[src/rtl/key_exp_pkg.sv]
// rtl/key_exp_pkg.sv - shared types, constants and helpers for AES key-expansion sequencing
package key_exp_pkg;

   localparam logic [1:0] CONF_128 = 2'd0;
   localparam logic [1:0] CONF_192 = 2'd1;
   localparam logic [1:0] CONF_256 = 2'd2;

   localparam logic [5:0] NK_128    = 6'd4;
   localparam logic [5:0] NK_192    = 6'd6;
   localparam logic [5:0] NK_256    = 6'd8;
   localparam logic [5:0] TOTAL_128 = 6'd44;
   localparam logic [5:0] TOTAL_192 = 6'd52;
   localparam logic [5:0] TOTAL_256 = 6'd60;

   localparam logic [7:0] RCON_INIT = 8'h01;

   typedef enum logic [2:0] {
      ST_IDLE     = 3'd0,
      ST_LOAD     = 3'd1,
      ST_WAIT_SUB = 3'd2,
      ST_CALC     = 3'd3,
      ST_DONE     = 3'd4
   } state_e;

   // Encoding 3 is an alias of AES-256 and is folded at latch time.
   function automatic logic [1:0] conf_norm(input logic [1:0] conf);
      return (conf == 2'd3) ? CONF_256 : conf;
   endfunction

   function automatic logic [5:0] nk_of(input logic [1:0] conf);
      case (conf)
         CONF_128: return NK_128;
         CONF_192: return NK_192;
         default:  return NK_256;
      endcase
   endfunction

   function automatic logic [5:0] total_of(input logic [1:0] conf);
      case (conf)
         CONF_128: return TOTAL_128;
         CONF_192: return TOTAL_192;
         default:  return TOTAL_256;
      endcase
   endfunction

   function automatic logic [7:0] xtime(input logic [7:0] b);
      return {b[6:0], 1'b0} ^ (b[7] ? 8'h1b : 8'h00);
   endfunction

endpackage

[src/rtl/key_exp_ctrl_if.sv]
// rtl/key_exp_ctrl_if.sv - control/handshake bundle between key interface, controller and datapath
interface key_exp_ctrl_if;
   logic       start_in;
   logic [1:0] conf_in;
   logic       key_valid_in;
   logic       key_ready_out;
   logic       ready_in;
   logic       buff_en_out;
   logic [1:0] conf_out;
   logic       sel_key_out;
   logic       rot_sub_out;
   logic       sub_only_out;
   logic [7:0] rcon_out;
   logic [5:0] word_idx_out;
   logic       word_valid_out;
   logic       busy_out;
   logic       done_out;

   modport slave (
      input  start_in, conf_in, key_valid_in, ready_in,
      output key_ready_out, buff_en_out, conf_out, sel_key_out, rot_sub_out,
             sub_only_out, rcon_out, word_idx_out, word_valid_out, busy_out, done_out
   );

   modport master (
      output start_in, conf_in, key_valid_in, ready_in,
      input  key_ready_out, buff_en_out, conf_out, sel_key_out, rot_sub_out,
             sub_only_out, rcon_out, word_idx_out, word_valid_out, busy_out, done_out
   );
endinterface

[src/rtl/key_exp_ctrl.sv]
// rtl/key_exp_ctrl.sv - sequencing FSM stepping the AES key-expansion delay line and word logic
module key_exp_ctrl
   import key_exp_pkg::*;
#(
   parameter int SBOX_LAT = 1
) (
   input  logic          clk_in,
   input  logic          rst_in,
   key_exp_ctrl_if.slave bus
);

   localparam logic [2:0] LAT_LAST = (SBOX_LAT > 0) ? 3'(SBOX_LAT - 1) : 3'd0;
   localparam bit         LAT_ZERO = (SBOX_LAT == 0);

   state_e     r_state;
   logic [5:0] r_idx;
   logic [2:0] r_phase;
   logic [7:0] r_rcon;
   logic [2:0] r_subcnt;
   logic [1:0] r_conf;
   logic       r_rot_sub;
   logic       r_sub_only;

   logic [5:0] w_nk;
   logic [5:0] w_total;
   logic [2:0] w_phase_nxt;
   logic       w_rot_nxt;
   logic       w_sub_nxt;
   logic       w_in_load;
   logic       w_in_calc;
   logic       w_valid;
   logic       w_fire;
   logic       w_last_key;
   logic       w_last_word;
   state_e     w_entry_state;

   assign w_nk        = nk_of(r_conf);
   assign w_total     = total_of(r_conf);
   assign w_in_load   = (r_state == ST_LOAD);
   assign w_in_calc   = (r_state == ST_CALC);
   assign w_valid     = w_in_load ? bus.key_valid_in : w_in_calc;
   assign w_fire      = w_valid & bus.ready_in;
   assign w_last_key  = (r_idx == w_nk - 6'd1);
   assign w_last_word = (r_idx == w_total - 6'd1);

   // Phase tracks i mod Nk for the word that follows the current transfer.
   assign w_phase_nxt   = ({3'd0, r_phase} == w_nk - 6'd1) ? 3'd0 : r_phase + 3'd1;
   assign w_rot_nxt     = (w_phase_nxt == 3'd0);
   assign w_sub_nxt     = (r_conf == CONF_256) && (w_phase_nxt == 3'd4);
   assign w_entry_state = ((w_rot_nxt || w_sub_nxt) && !LAT_ZERO) ? ST_WAIT_SUB : ST_CALC;

   always_ff @(posedge clk_in or negedge rst_in) begin
      if (!rst_in) begin
         r_state    <= ST_IDLE;
         r_idx      <= 6'd0;
         r_phase    <= 3'd0;
         r_rcon     <= RCON_INIT;
         r_subcnt   <= 3'd0;
         r_conf     <= CONF_128;
         r_rot_sub  <= 1'b0;
         r_sub_only <= 1'b0;
      end else begin
         case (r_state)
            ST_IDLE: begin
               if (bus.start_in) begin
                  r_conf     <= conf_norm(bus.conf_in);
                  r_idx      <= 6'd0;
                  r_phase    <= 3'd0;
                  r_subcnt   <= 3'd0;
                  r_rcon     <= RCON_INIT;
                  r_rot_sub  <= 1'b0;
                  r_sub_only <= 1'b0;
                  r_state    <= ST_LOAD;
               end
            end
            ST_LOAD, ST_CALC: begin
               if (w_fire) begin
                  r_idx   <= r_idx + 6'd1;
                  r_phase <= w_phase_nxt;
                  if (w_in_calc && (r_phase == 3'd0)) begin
                     r_rcon <= xtime(r_rcon);
                  end
                  if (w_in_calc && w_last_word) begin
                     r_state    <= ST_DONE;
                     r_rot_sub  <= 1'b0;
                     r_sub_only <= 1'b0;
                  end else if (w_in_calc || w_last_key) begin
                     r_state    <= w_entry_state;
                     r_rot_sub  <= w_rot_nxt;
                     r_sub_only <= w_sub_nxt;
                  end
               end
            end
            // S-box latency is a pipeline delay, so it elapses regardless of ready_in.
            ST_WAIT_SUB: begin
               if (r_subcnt == LAT_LAST) begin
                  r_subcnt <= 3'd0;
                  r_state  <= ST_CALC;
               end else begin
                  r_subcnt <= r_subcnt + 3'd1;
               end
            end
            ST_DONE: r_state <= ST_IDLE;
            default: r_state <= ST_IDLE;
         endcase
      end
   end

   assign bus.key_ready_out  = w_in_load & bus.key_valid_in & bus.ready_in;
   assign bus.buff_en_out    = w_fire;
   assign bus.conf_out       = r_conf;
   assign bus.sel_key_out    = w_in_load;
   assign bus.rot_sub_out    = r_rot_sub;
   assign bus.sub_only_out   = r_sub_only;
   assign bus.rcon_out       = r_rcon;
   assign bus.word_idx_out   = r_idx;
   assign bus.word_valid_out = w_valid;
   assign bus.busy_out       = (r_state != ST_IDLE);
   assign bus.done_out       = (r_state == ST_DONE);

endmodule

[src/flat_wrapper.sv]
// flat-port wrapper written by rule: the top's interface ports become plain ports
module key_exp_ctrl_flat import key_exp_pkg::*;
#(
   parameter int SBOX_LAT = 1
)
  (clk_in, rst_in, bus_start_in, bus_conf_in, bus_key_valid_in, bus_ready_in, bus_key_ready_out, bus_buff_en_out, bus_conf_out, bus_sel_key_out, bus_rot_sub_out, bus_sub_only_out, bus_rcon_out, bus_word_idx_out, bus_word_valid_out, bus_busy_out, bus_done_out);
  key_exp_ctrl_if bus_i ();
  input  logic clk_in;
  input  logic rst_in;
  input wire logic [$bits(bus_i.start_in)-1:0] bus_start_in;
  input wire logic [$bits(bus_i.conf_in)-1:0] bus_conf_in;
  input wire logic [$bits(bus_i.key_valid_in)-1:0] bus_key_valid_in;
  input wire logic [$bits(bus_i.ready_in)-1:0] bus_ready_in;
  output wire logic [$bits(bus_i.key_ready_out)-1:0] bus_key_ready_out;
  output wire logic [$bits(bus_i.buff_en_out)-1:0] bus_buff_en_out;
  output wire logic [$bits(bus_i.conf_out)-1:0] bus_conf_out;
  output wire logic [$bits(bus_i.sel_key_out)-1:0] bus_sel_key_out;
  output wire logic [$bits(bus_i.rot_sub_out)-1:0] bus_rot_sub_out;
  output wire logic [$bits(bus_i.sub_only_out)-1:0] bus_sub_only_out;
  output wire logic [$bits(bus_i.rcon_out)-1:0] bus_rcon_out;
  output wire logic [$bits(bus_i.word_idx_out)-1:0] bus_word_idx_out;
  output wire logic [$bits(bus_i.word_valid_out)-1:0] bus_word_valid_out;
  output wire logic [$bits(bus_i.busy_out)-1:0] bus_busy_out;
  output wire logic [$bits(bus_i.done_out)-1:0] bus_done_out;
  assign bus_i.start_in = bus_start_in;
  assign bus_i.conf_in = bus_conf_in;
  assign bus_i.key_valid_in = bus_key_valid_in;
  assign bus_i.ready_in = bus_ready_in;
  assign bus_key_ready_out = bus_i.key_ready_out;
  assign bus_buff_en_out = bus_i.buff_en_out;
  assign bus_conf_out = bus_i.conf_out;
  assign bus_sel_key_out = bus_i.sel_key_out;
  assign bus_rot_sub_out = bus_i.rot_sub_out;
  assign bus_sub_only_out = bus_i.sub_only_out;
  assign bus_rcon_out = bus_i.rcon_out;
  assign bus_word_idx_out = bus_i.word_idx_out;
  assign bus_word_valid_out = bus_i.word_valid_out;
  assign bus_busy_out = bus_i.busy_out;
  assign bus_done_out = bus_i.done_out;
  key_exp_ctrl #(.SBOX_LAT(SBOX_LAT)) u_core (.clk_in(clk_in), .rst_in(rst_in), .bus(bus_i));
endmodule
[config.mk]
export PLATFORM = sky130hd
export DESIGN_NAME = key_exp_ctrl_flat
export DESIGN_NICKNAME = d
export VERILOG_FILES = /design/src/rtl/key_exp_pkg.sv /design/src/rtl/key_exp_ctrl_if.sv /design/src/rtl/key_exp_ctrl.sv /design/src/flat_wrapper.sv
export SDC_FILE = /design/constraint.sdc
export NUM_CORES = 1
export LEC_CHECK = 0
export CAP_MARGIN = 15
export CORE_ASPECT_RATIO = 0.6
export CORE_MARGIN = 4
export CORE_UTILIZATION = 56
export DETAILED_ROUTE_END_ITERATION = 10
export PLACE_DENSITY_LB_ADDON = 0.2
export SYNTH_ARGS = -nofsm -noshare
export SYNTH_HDL_FRONTEND = slang
export SYNTH_SLANG_ARGS = --single-unit
[constraint.sdc]
create_clock -name clk_in -period 3.83 [get_ports clk_in]
set_input_delay 1.149 -clock clk_in [delete_from_list [all_inputs] [get_ports clk_in]]
set_output_delay 1.149 -clock clk_in [all_outputs]
set_load 0.1 [all_outputs]
==> results of run 1 <==
==> stage by stage <==
step / hold WS, ps / TNS, ps
floorplan: 475 / -15.5
global placement: 485 / 0
detailed placement: 490 / 0
CTS: 524 / 0
global route: 547 / 0
finish: 516 / 0
==> Yosys cell counts, drive strengths merged, types with 3 or more instances <==
cell type	count
inv	18
nand2b	4
dfrtp	26
xor2	7
nor2b	3
nand2	10
or4b	4
nor2	16
buf	8
a21oi	11
a31oi	3
nand4	3
o21ai	19
ha	5
nand3	11
==> routing by layer <==
metal | track usage | wire length, um | vias to the layer above
li1 | - | - | 694
met1 | 0.273 | 1720 | 702
met2 | 0.324 | 1700 | 31
met3 | 0.0520 | 195 | 6
met4 | 0.0600 | 46 | 0
met5 | 0 | 0 | -
==> critical path: stages <==
cell	delay (ps)
clkdlybuf4s50_1	510
o21a_1	200
nand2_1	110
inv_2	180
buf_12	190
==> final cells by class <==
cell class | count | area share
Inverter | 18 | 0.0334
Tap cell | 42 | 0.0260
Clock buffer | 4 | 0.0223
Multi-Input combinational cell | 128 | 0.439
Sequential cell | 27 | 0.335
Timing Repair Buffer | 32 | 0.145
==> cells in the final DEF (no fill, tap or decap), types with 2 or more instances in the layout <==
master / instances
a32o_1: 2
clkbuf_8: 3
clkdlybuf4s50_1: 6
nand3b_1: 2
o21ai_2: 2
nand4bb_1: 2
o211ai_1: 2
nand4_1: 3
nor2b_1: 3
buf_12: 3
buf_4: 23
ha_1: 5
xor2_1: 7
nor2_1: 16
nand2_1: 9
nand3_1: 11
a31oi_1: 3
or4b_1: 3
dfrtp_1: 26
nand2b_1: 4
inv_1: 17
and3_1: 2
nor3b_2: 2
a21oi_2: 2
o21ai_0: 16
a21oi_1: 8
==> flip-flops by register name, summed over array words and instances, names as in the netlist <==
register	cells
u_core.r_subcnt	3
u_core.bus.sub_only_out	1
u_core.r_phase	3
u_core.bus.conf_out	2
u_core.bus.rot_sub_out	1
u_core.bus.word_idx_out	6
u_core.bus.rcon_out	8
u_core.r_state	3
==> worst max path at each step <==
stage,endpoint,cells past startpoint
floorplan,bus_key_ready_out,3
global placement,bus_buff_en_out,5
detailed placement,bus_buff_en_out,5
CTS,bus_buff_en_out,5
global route,bus_buff_en_out,5
finish,bus_buff_en_out,5
==> cells by family (layout without fill, tap and decap cells) <==
| family | Yosys count | count (layout) | share of synthesized area |
|---|---|---|---|
| flip-flops | 27 | 27 | 0.400 |
| AND/OR/NAND/NOR | 68 | 68 | 0.246 |
| buffers and inverters | 26 | 54 | 0.0799 |
| AO/OA/AOI/OAI | 47 | 47 | 0.193 |
| multiplexers | 1 | 1 | 0.00666 |
| XOR/XNOR | 7 | 7 | 0.0363 |
| adder cells (fa/ha/maj) | 5 | 5 | 0.0370 |
==> out/metrics.csv, run 1 <==
stage;metric;value;unit
run_status;status;finished clean;
final_layout;diodes;0;
final_layout;nets;222;
worst_setup_path;critPathCaptureType;output pin;
clock_tree;cts_tree;yes;
synth;ys.flop_type;dfrtp_1;
synth;yosysWarnings;0;
worst_setup_path;cp-startpoint;bus_ready_in;
synth;ys_seq_elements;27;
floorplanning;top_level_ports;31;
placement;dp_hpwl;2680;um
worst_setup_path;critPathArrivalTime;2350;ps
synth;postSynthAreaPerCell;9.34;um^2
routing;postRouteAntennaNets;0;
final_layout;register_area;677;um^2
sta;hold_viol_final;0;
routing;wl_per_cell;14.6;um
worst_setup_path;reg2reg_setup_slack;1760;ps
worst_setup_path;required;2680;ps
worst_setup_path;worstPathMaxFanout;7;
clock_tree;numCtsBuffers;3;
hold_path;min_from;u_core.bus.sub_only_out;
clock_tree;clkTransAtPathRegs;90;ps
synth;syn_area;1690;um^2
sta;finalMaxSlewViolations;0;
global_routing;antenna_found_initial;0;
clock_tree;cts_sinks;27;
worst_setup_path;crit-reg2reg-launch;u_core.r_state[1];
routing;dr.first_iter.drc_count;89;
sta;rsz0062_at_grt;false;
sta;worst_clock_skew;9.03;ps
synth;synth_fp_nets;193;
hold_path;worstHoldEndpoint;u_core.bus.sub_only_out;
placement;place_congestion;0.810;
synth;synth.largest_area_cell;dfrtp_1;
routing;vias;1433;
sta;tightest_slew;572;ps
sta;max_freq;0.286;GHz
sta;finalCritPeriodShare;0.914;
sta;setup_viol_count_final;0;
global_routing;grt_pass1_vias;1333;
synth;ys_async_sr_fraction;1.00;
final_layout;layout-drive-gt1-share;0.230;
global_routing;grt_remaining_overflow;0;
routing;dr.pass1.iters;4;
worst_setup_path;worstSetupStartpointType;primary input;
final_layout;post-route-util;0.705;
floorplanning;die_h;50.6;um
synth;synth_cell_type_count;51;
run;maxCapViolCount;0;
final_layout;n_fill_cell;235;
placement;placed_cell_area;1980;um^2
floorplanning;die_w;78.9;um
final_layout;layout.cells.non_filler;251;
floorplanning;rows;15;
clock_tree;ctsHoldBuffers;0;
synth;synth-edff-count;0;
final_layout;multi_input_area;888;um^2
hold_path;min_path_cells;1;
placement;pre_cts_ws;342;ps
synth;ys_top_cells_by_area;dfrtp_1 38%, o21ai_0 4.7%, inv_1 3.8%, ha_1 3.7%, xor2_1 3.6%;
global_routing;grt_max_degree;28;
clock_tree;clk_latency;280;ps
worst_setup_path;reg2reg_depth;5;
sta;setup_slack;331;ps
synth;synth_seq_area_share;0.400;
hold_path;hp-class;reg -> reg;
final_layout;design_area;2020;um^2
clock_tree;cts_max_level;1;
floorplanning;core_area;2870;um^2
synth;synth_top_cell_area_share;0.385;
clock_tree;ctsResizeCount;0;
routing;totalWireLength;3650;um
global_routing;gr-usage-all-layers;0.203;
synth;netlist_instances;181;
floorplanning;die_area;3990;um^2
worst_setup_path;critPathKind;in -> out;
clock_tree;cts_root_buf;clkbuf_8;
final_layout;syn2layout_area_growth;19.7;%
routing;via_per_inst;5.71;
placement;port_buffers;30;
floorplanning;initial_utilization;0.589;
sta;relSlewSlack;0.617;
global_routing;grt_pass1_wl;6310;um
worst_setup_path;rr_endpoint;u_core.bus.rcon_out[3];
routing;remaining_drc_errors;0;
clock_tree;post_cts_buffers;0;
placement;dp_cells;247;
clock_tree;cts_max_path_buffers;2;
sta;finalCriticalPeriod;3500;ps
Power of run 1 is left out: the tool's default activity adds up to more than one toggle a clock period on the data nets, which glitch-free logic cannot reach.
==> run 2: changes to the inputs <==
- CORE_UTILIZATION: 56 -> 45
==> run 2 against run 1 <==
  * Count of clock-buffer cells in the layout is the same
  * Worst hold slack improved by 9.8 ps
  * Critical path depth is the same
  * Global-route usage fell by 3.5 points
  * Final area is 0.56% higher
  * Sequential share of layout area fell by 0.19 points
  * Wire length rose by 1.6%
  * Register-to-register slack hardly changed
  * Worst setup slack improved by 9.2 ps
  * Critical path type unchanged
  * Highest routed layer unchanged
==> out/metrics.csv, run 2 (synthesis results as in run 1) <==
stage;metric;value;unit;change
routing;wl_per_cell;14.6;um;about the same
final_layout;final_common_cell;dfrtp_1;;
routing;via_per_inst;5.46;;-4.3%
sta;relSlewSlack;0.610;;-0.00643
floorplanning;initial_utilization;0.494;;-0.0949
routing;postRouteAntennaNets;0;;unchanged
sta;setup_slack;340;ps;+9.18 ps
sta;hold_viol_final;0;;unchanged
worst_setup_path;worstSetupStartpointType;primary input;;
final_layout;layout-drive-gt1-share;0.233;;+0.00367
clock_tree;cts_max_level;1;;unchanged
worst_setup_path;worstPathMaxFanout;7;;unchanged
routing;vias;1393;;-2.8%
sta;tightest_slew;570;ps;-2.67 ps
placement;dp_hpwl;2700;um;+0.42%
global_routing;antenna_found_initial;0;;unchanged
routing;remaining_drc_errors;0;;unchanged
sta;worst_clock_skew;4.07;ps;-4.96 ps
routing;dr.first_iter.drc_count;79;;-11%
global_routing;grt_pass1_wl;6640;um;+5.1%
global_routing;gr-usage-all-layers;0.168;;-0.0351
floorplanning;die_h;55.5;um;+9.7%
sta;setup_viol_count_final;0;;unchanged
worst_setup_path;critPathCaptureType;output pin;;
global_routing;grt_remaining_overflow;0;;unchanged
sta;finalCriticalPeriod;3490;ps;-9.18 ps
placement;port_buffers;30;;unchanged
routing;dr.pass1.iters;4;;unchanged
worst_setup_path;critPathArrivalTime;2340;ps;about the same
clock_tree;ctsResizeCount;0;;unchanged
sta;finalCritPeriodShare;0.911;;-0.00240
global_routing;grt_pass1_vias;1377;;+3.3%
floorplanning;core_area;3420;um^2;+19%
sta;max_freq;0.287;GHz;+0.26%
run_status;status;finished clean;;
run;maxCapViolCount;0;;unchanged
final_layout;nets;223;;+0.45%
placement;pre_cts_ws;356;ps;+13.3 ps
clock_tree;cts_root_buf;clkbuf_8;;
floorplanning;die_w;87.1;um;+10%
sta;rsz0062_at_grt;false;;
sta;finalMaxSlewViolations;0;;unchanged
final_layout;largest_reg_flops;8;;unchanged
worst_setup_path;reg2reg_setup_slack;1750;ps;about the same
clock_tree;cts_tree;yes;;
final_layout;syn2layout_area_growth;20.4;%;
final_layout;final_cell_mix;26 x dfrtp_1, 24 x buf_4, 17 x inv_1;;
clock_tree;cts_max_path_buffers;2;;unchanged
placement;place_congestion;0.932;;+15%
clock_tree;cts_sinks;27;;unchanged
clock_tree;post_cts_buffers;0;;unchanged
global_routing;grt_max_degree;28;;unchanged
floorplanning;rows;16;;+1
clock_tree;ctsHoldBuffers;0;;unchanged
floorplanning;top_level_ports;31;;unchanged
final_layout;post-route-util;0.594;;-0.110
clock_tree;clkTransAtPathRegs;90;ps;about the same
routing;totalWireLength;3710;um;+1.6%
floorplanning;die_area;4830;um^2;+21%
hold_path;hp-class;reg -> reg;;
clock_tree;clk_latency;270;ps;about the same
worst_setup_path;required;2680;ps;about the same
final_layout;diodes;0;;unchanged
sta;whs;526;ps;+9.76 ps
worst_setup_path;critPathKind;in -> out;;
clock_tree;numCtsBuffers;3;;unchanged
-- run 2: cell type report --
class / instances / area [um^2]
sequential: 27 / 677
inverter: 18 / 67.6
multi-input combinational: 128 / 888
timing repair buffer: 33 / 300
tap: 45 / 56.3
fill: 302 / 1390
clock buffer: 4 / 45.0
-- run 2: metrics by stage --
stage	std cells	cell area, um^2	setup TNS, ps
after global placement	251	1990	0
after CTS	255	2030	0
after floorplan	181	1700	-15.5
after detailed placement	251	1990	0
after global routing	255	2030	0
final	255	2030	0
-- run 2: worst max-delay path, stage by stage --
cell and delay (ps):
clkdlybuf4s50_1 520, o21a_1 200, nand2_1 120, inv_2 160, buf_12 190
-- run 2: worst paths after layout --
kind | start | to | depth (start not counted)
min in group asynchronous | rst_in | u_core.bus.rcon_out[3] | 2
setup / recovery | bus_key_valid_in | bus_buff_en_out | 5
max in group asynchronous | rst_in | u_core.bus.rcon_out[0] | 2
setup reg to reg | u_core.r_state[1] | u_core.bus.rcon_out[4] | 5
hold / removal | u_core.r_subcnt[1] | u_core.r_subcnt[1] | 2
hold reg to reg | u_core.r_subcnt[1] | u_core.r_subcnt[1] | 2
-- run 2: per-layer routing --
metal  up-vias  global-route usage  wire [um]
met5         -                   0          0
met4         0              0.0328         24
met3         4              0.0431        198
met2        31               0.253       1660
met1       664               0.243       1830
li1        694                   -          -
Power of run 2 is left out for the same reason.
==> run 3: changes to the inputs <==
--- a/config.mk
+++ b/config.mk
@@ -6,5 +6,5 @@
 export NUM_CORES = 1
 export LEC_CHECK = 0
-export CAP_MARGIN = 15
+export CAP_MARGIN = 0
 export CORE_ASPECT_RATIO = 0.6
 export CORE_MARGIN = 4
==> constraint.sdc (replaced) <==
create_clock -name clk_in -period 3.83 [get_ports clk_in]
set_input_delay 1.149 -clock clk_in [delete_from_list [all_inputs] [get_ports clk_in]]
set_output_delay 1.149 -clock clk_in [all_outputs]
set_load 0.02 [all_outputs]
==> run 3 against run 2 <==
  * First-iteration DRC count rose by 42%
  * Flip-flop and latch count unchanged
  * Largest cell class unchanged
  * Maximum frequency decreased by 4.6%
  * Register-to-register slack about the same
  * Highest routed layer unchanged
  * Core utilization rose by 1.1 points
  * Critical path type unchanged
==> out/metrics.csv, run 3 (synthesis results as in run 1) <==
stage;metric;value;unit;change
global_routing;grt_pass1_vias;1359;;-1.3%
routing;vias;1408;;+1.1%
clock_tree;clkTransAtPathRegs;90;ps;about the same
routing;via_per_inst;5.46;;about the same
floorplanning;rows;16;;unchanged
floorplanning;initial_utilization;0.494;;unchanged
clock_tree;numCtsBuffers;3;;unchanged
worst_setup_path;critPathArrivalTime;2510;ps;+170 ps
clock_tree;cts_max_path_buffers;2;;unchanged
clock_tree;cts_max_level;1;;unchanged
clock_tree;post_cts_buffers;0;;unchanged
final_layout;layout-drive-gt1-share;0.127;;-0.107
sta;relSlewSlack;0.610;;-0.000686
clock_tree;cts_tree;yes;;
sta;setup_viol_count_final;0;;unchanged
run_status;status;finished clean;;
final_layout;syn2layout_area_growth;22.6;%;
global_routing;grt_pass1_wl;6580;um;-0.93%
power_and_ir_drop;p_per_area;735;nW/um^2;
sta;setup-tns-final;0;ps;unchanged
sta;rsz0062_at_grt;false;;
final_layout;largest_reg_flops;8;;unchanged
final_layout;register_area;677;um^2;unchanged
sta;finalMaxSlewViolations;0;;unchanged
routing;postRouteAntennaNets;0;;unchanged
floorplanning;die_h;55.5;um;unchanged
final_layout;nets;226;;+1.3%
clock_tree;cts_sinks;27;;unchanged
power_and_ir_drop;power.internal;0.851;mW;
placement;dp_hpwl;2800;um;+3.8%
sta;hold_viol_final;0;;unchanged
power_and_ir_drop;leakagePower;0.899;nW;
worst_setup_path;critPathCaptureType;output pin;;
placement;port_buffers;30;;unchanged
worst_setup_path;required;2680;ps;about the same
global_routing;grt_max_degree;28;;unchanged
routing;totalWireLength;3780;um;+1.9%
power_and_ir_drop;finalPower;1.52;mW;
routing;dr.pass1.iters;4;;unchanged
floorplanning;top_level_ports;31;;unchanged
final_layout;diodes;0;;unchanged
sta;tightest_slew;583;ps;+13.3 ps
final_layout;final_cell_mix;29 x clkdlybuf4s50_1, 26 x dfrtp_1, 17 x inv_1;;
worst_setup_path;worstSetupStartpointType;primary input;;
routing;remaining_drc_errors;0;;unchanged
power_and_ir_drop;sw_frac_of_total;0.442;;
sta;finalCriticalPeriod;3660;ps;+170 ps
power_and_ir_drop;p_switching;0.673;mW;
floorplanning;die_w;87.1;um;unchanged
routing;wl_per_cell;14.7;um;+0.70%
global_routing;antenna_found_initial;0;;unchanged
worst_setup_path;worstPathMaxFanout;3;;-4
power_and_ir_drop;comb_power_share;0.508;;
power_and_ir_drop;ir_worst_vdd;405;uV;
run;maxCapViolCount;0;;unchanged
final_layout;final_common_cell;clkdlybuf4s50_1;;
floorplanning;die_area;4830;um^2;unchanged
clock_tree;cts_root_buf;clkbuf_8;;
routing;dr.first_iter.drc_count;112;;+42%
power_and_ir_drop;pwr-share-clk;0.108;;
global_routing;gr-usage-all-layers;0.168;;+0.000463
clock_tree;clk_latency;280;ps;about the same
power_and_ir_drop;power_frac_seq;0.384;;
worst_setup_path;critPathKind;in -> out;;
global_routing;grt_remaining_overflow;0;;unchanged
placement;place_congestion;0.877;;-5.9%
sta;worst_clock_skew;3.12;ps;-0.954 ps
sta;finalCritPeriodShare;0.955;;+0.0443
final_layout;n_fill_cell;289;;-4.3%
floorplanning;core_area;3420;um^2;unchanged
sta;max_freq;0.273;GHz;-4.6%
final_layout;multi_input_area;878;um^2;-1.1%
hold_path;hp-class;reg -> reg;;
[run 3: final cells by class]
| type | count | area share |
|---|---|---|
| Sequential cell | 27 | 0.326 |
| Inverter | 18 | 0.0326 |
| Multi-Input combinational cell | 128 | 0.424 |
| Timing Repair Buffer | 36 | 0.168 |
| Clock buffer | 3 | 0.0199 |
| Tap cell | 45 | 0.0272 |
| Clock inverter | 1 | 0.00241 |
[run 3: layer usage]
metal	vias to the layer above	GRT usage	wire length, um
li1	703	-	-
met1	678	0.253	1950
met2	23	0.246	1680
met3	4	0.0401	138
met4	0	0.0284	16
met5	-	0	0
[run 3: path summary, 6_finish.rpt]
kind,from,to,slack (ps),cells past startpoint
worst max register to register,u_core.r_state[1],u_core.bus.rcon_out[4],1760,5
worst max-delay path,bus_ready_in,bus_key_ready_out,170,4
min in group asynchronous,rst_in,u_core.bus.rcon_out[7],1240,2
worst min register to register,u_core.bus.rot_sub_out,u_core.bus.rot_sub_out,510,1
worst min-delay path,u_core.bus.rot_sub_out,u_core.bus.rot_sub_out,510,1
max in group asynchronous,rst_in,u_core.bus.rcon_out[0],2280,2
[run 3: what timing repair did]
item / CTS / global route
hold buffers: 0 / 0
endpoints found under the setup margin: 0 / 1
gates resized for setup: 0 / 1
[run 3: power groups by stage]
stage	logic [mW]	clock network [mW]	registers [mW]
6_report	0.774	0.165	0.585
5_1_grt	0.858	0.183	0.612
4_1_cts	0.782	0.172	0.582
3_5_place_dp	0.777	0	0.585
3_3_place_gp	0.761	0	0.577
2_1_floorplan	0.441	0	0.624
[run 3: critical path, cell delays in order]
cell and delay, ps:
clkdlybuf4s50_1 490, buf_4 120, and3_1 150, clkdlybuf4s50_1 600
[run 3: stage by stage]
step	worst slack [ps]	std cells	hold slack [ps]	utilization	area, um^2
finish	171	258	512	0.606	2070
floorplan	1130	181	475	-	1690
detailed placement	76.3	254	493	0.591	2020
CTS	67.4	258	515	0.605	2070
global placement	96.3	254	491	0.591	2020
global route	93.4	258	536	0.606	2070
Power figures use the tool's default switching activity.
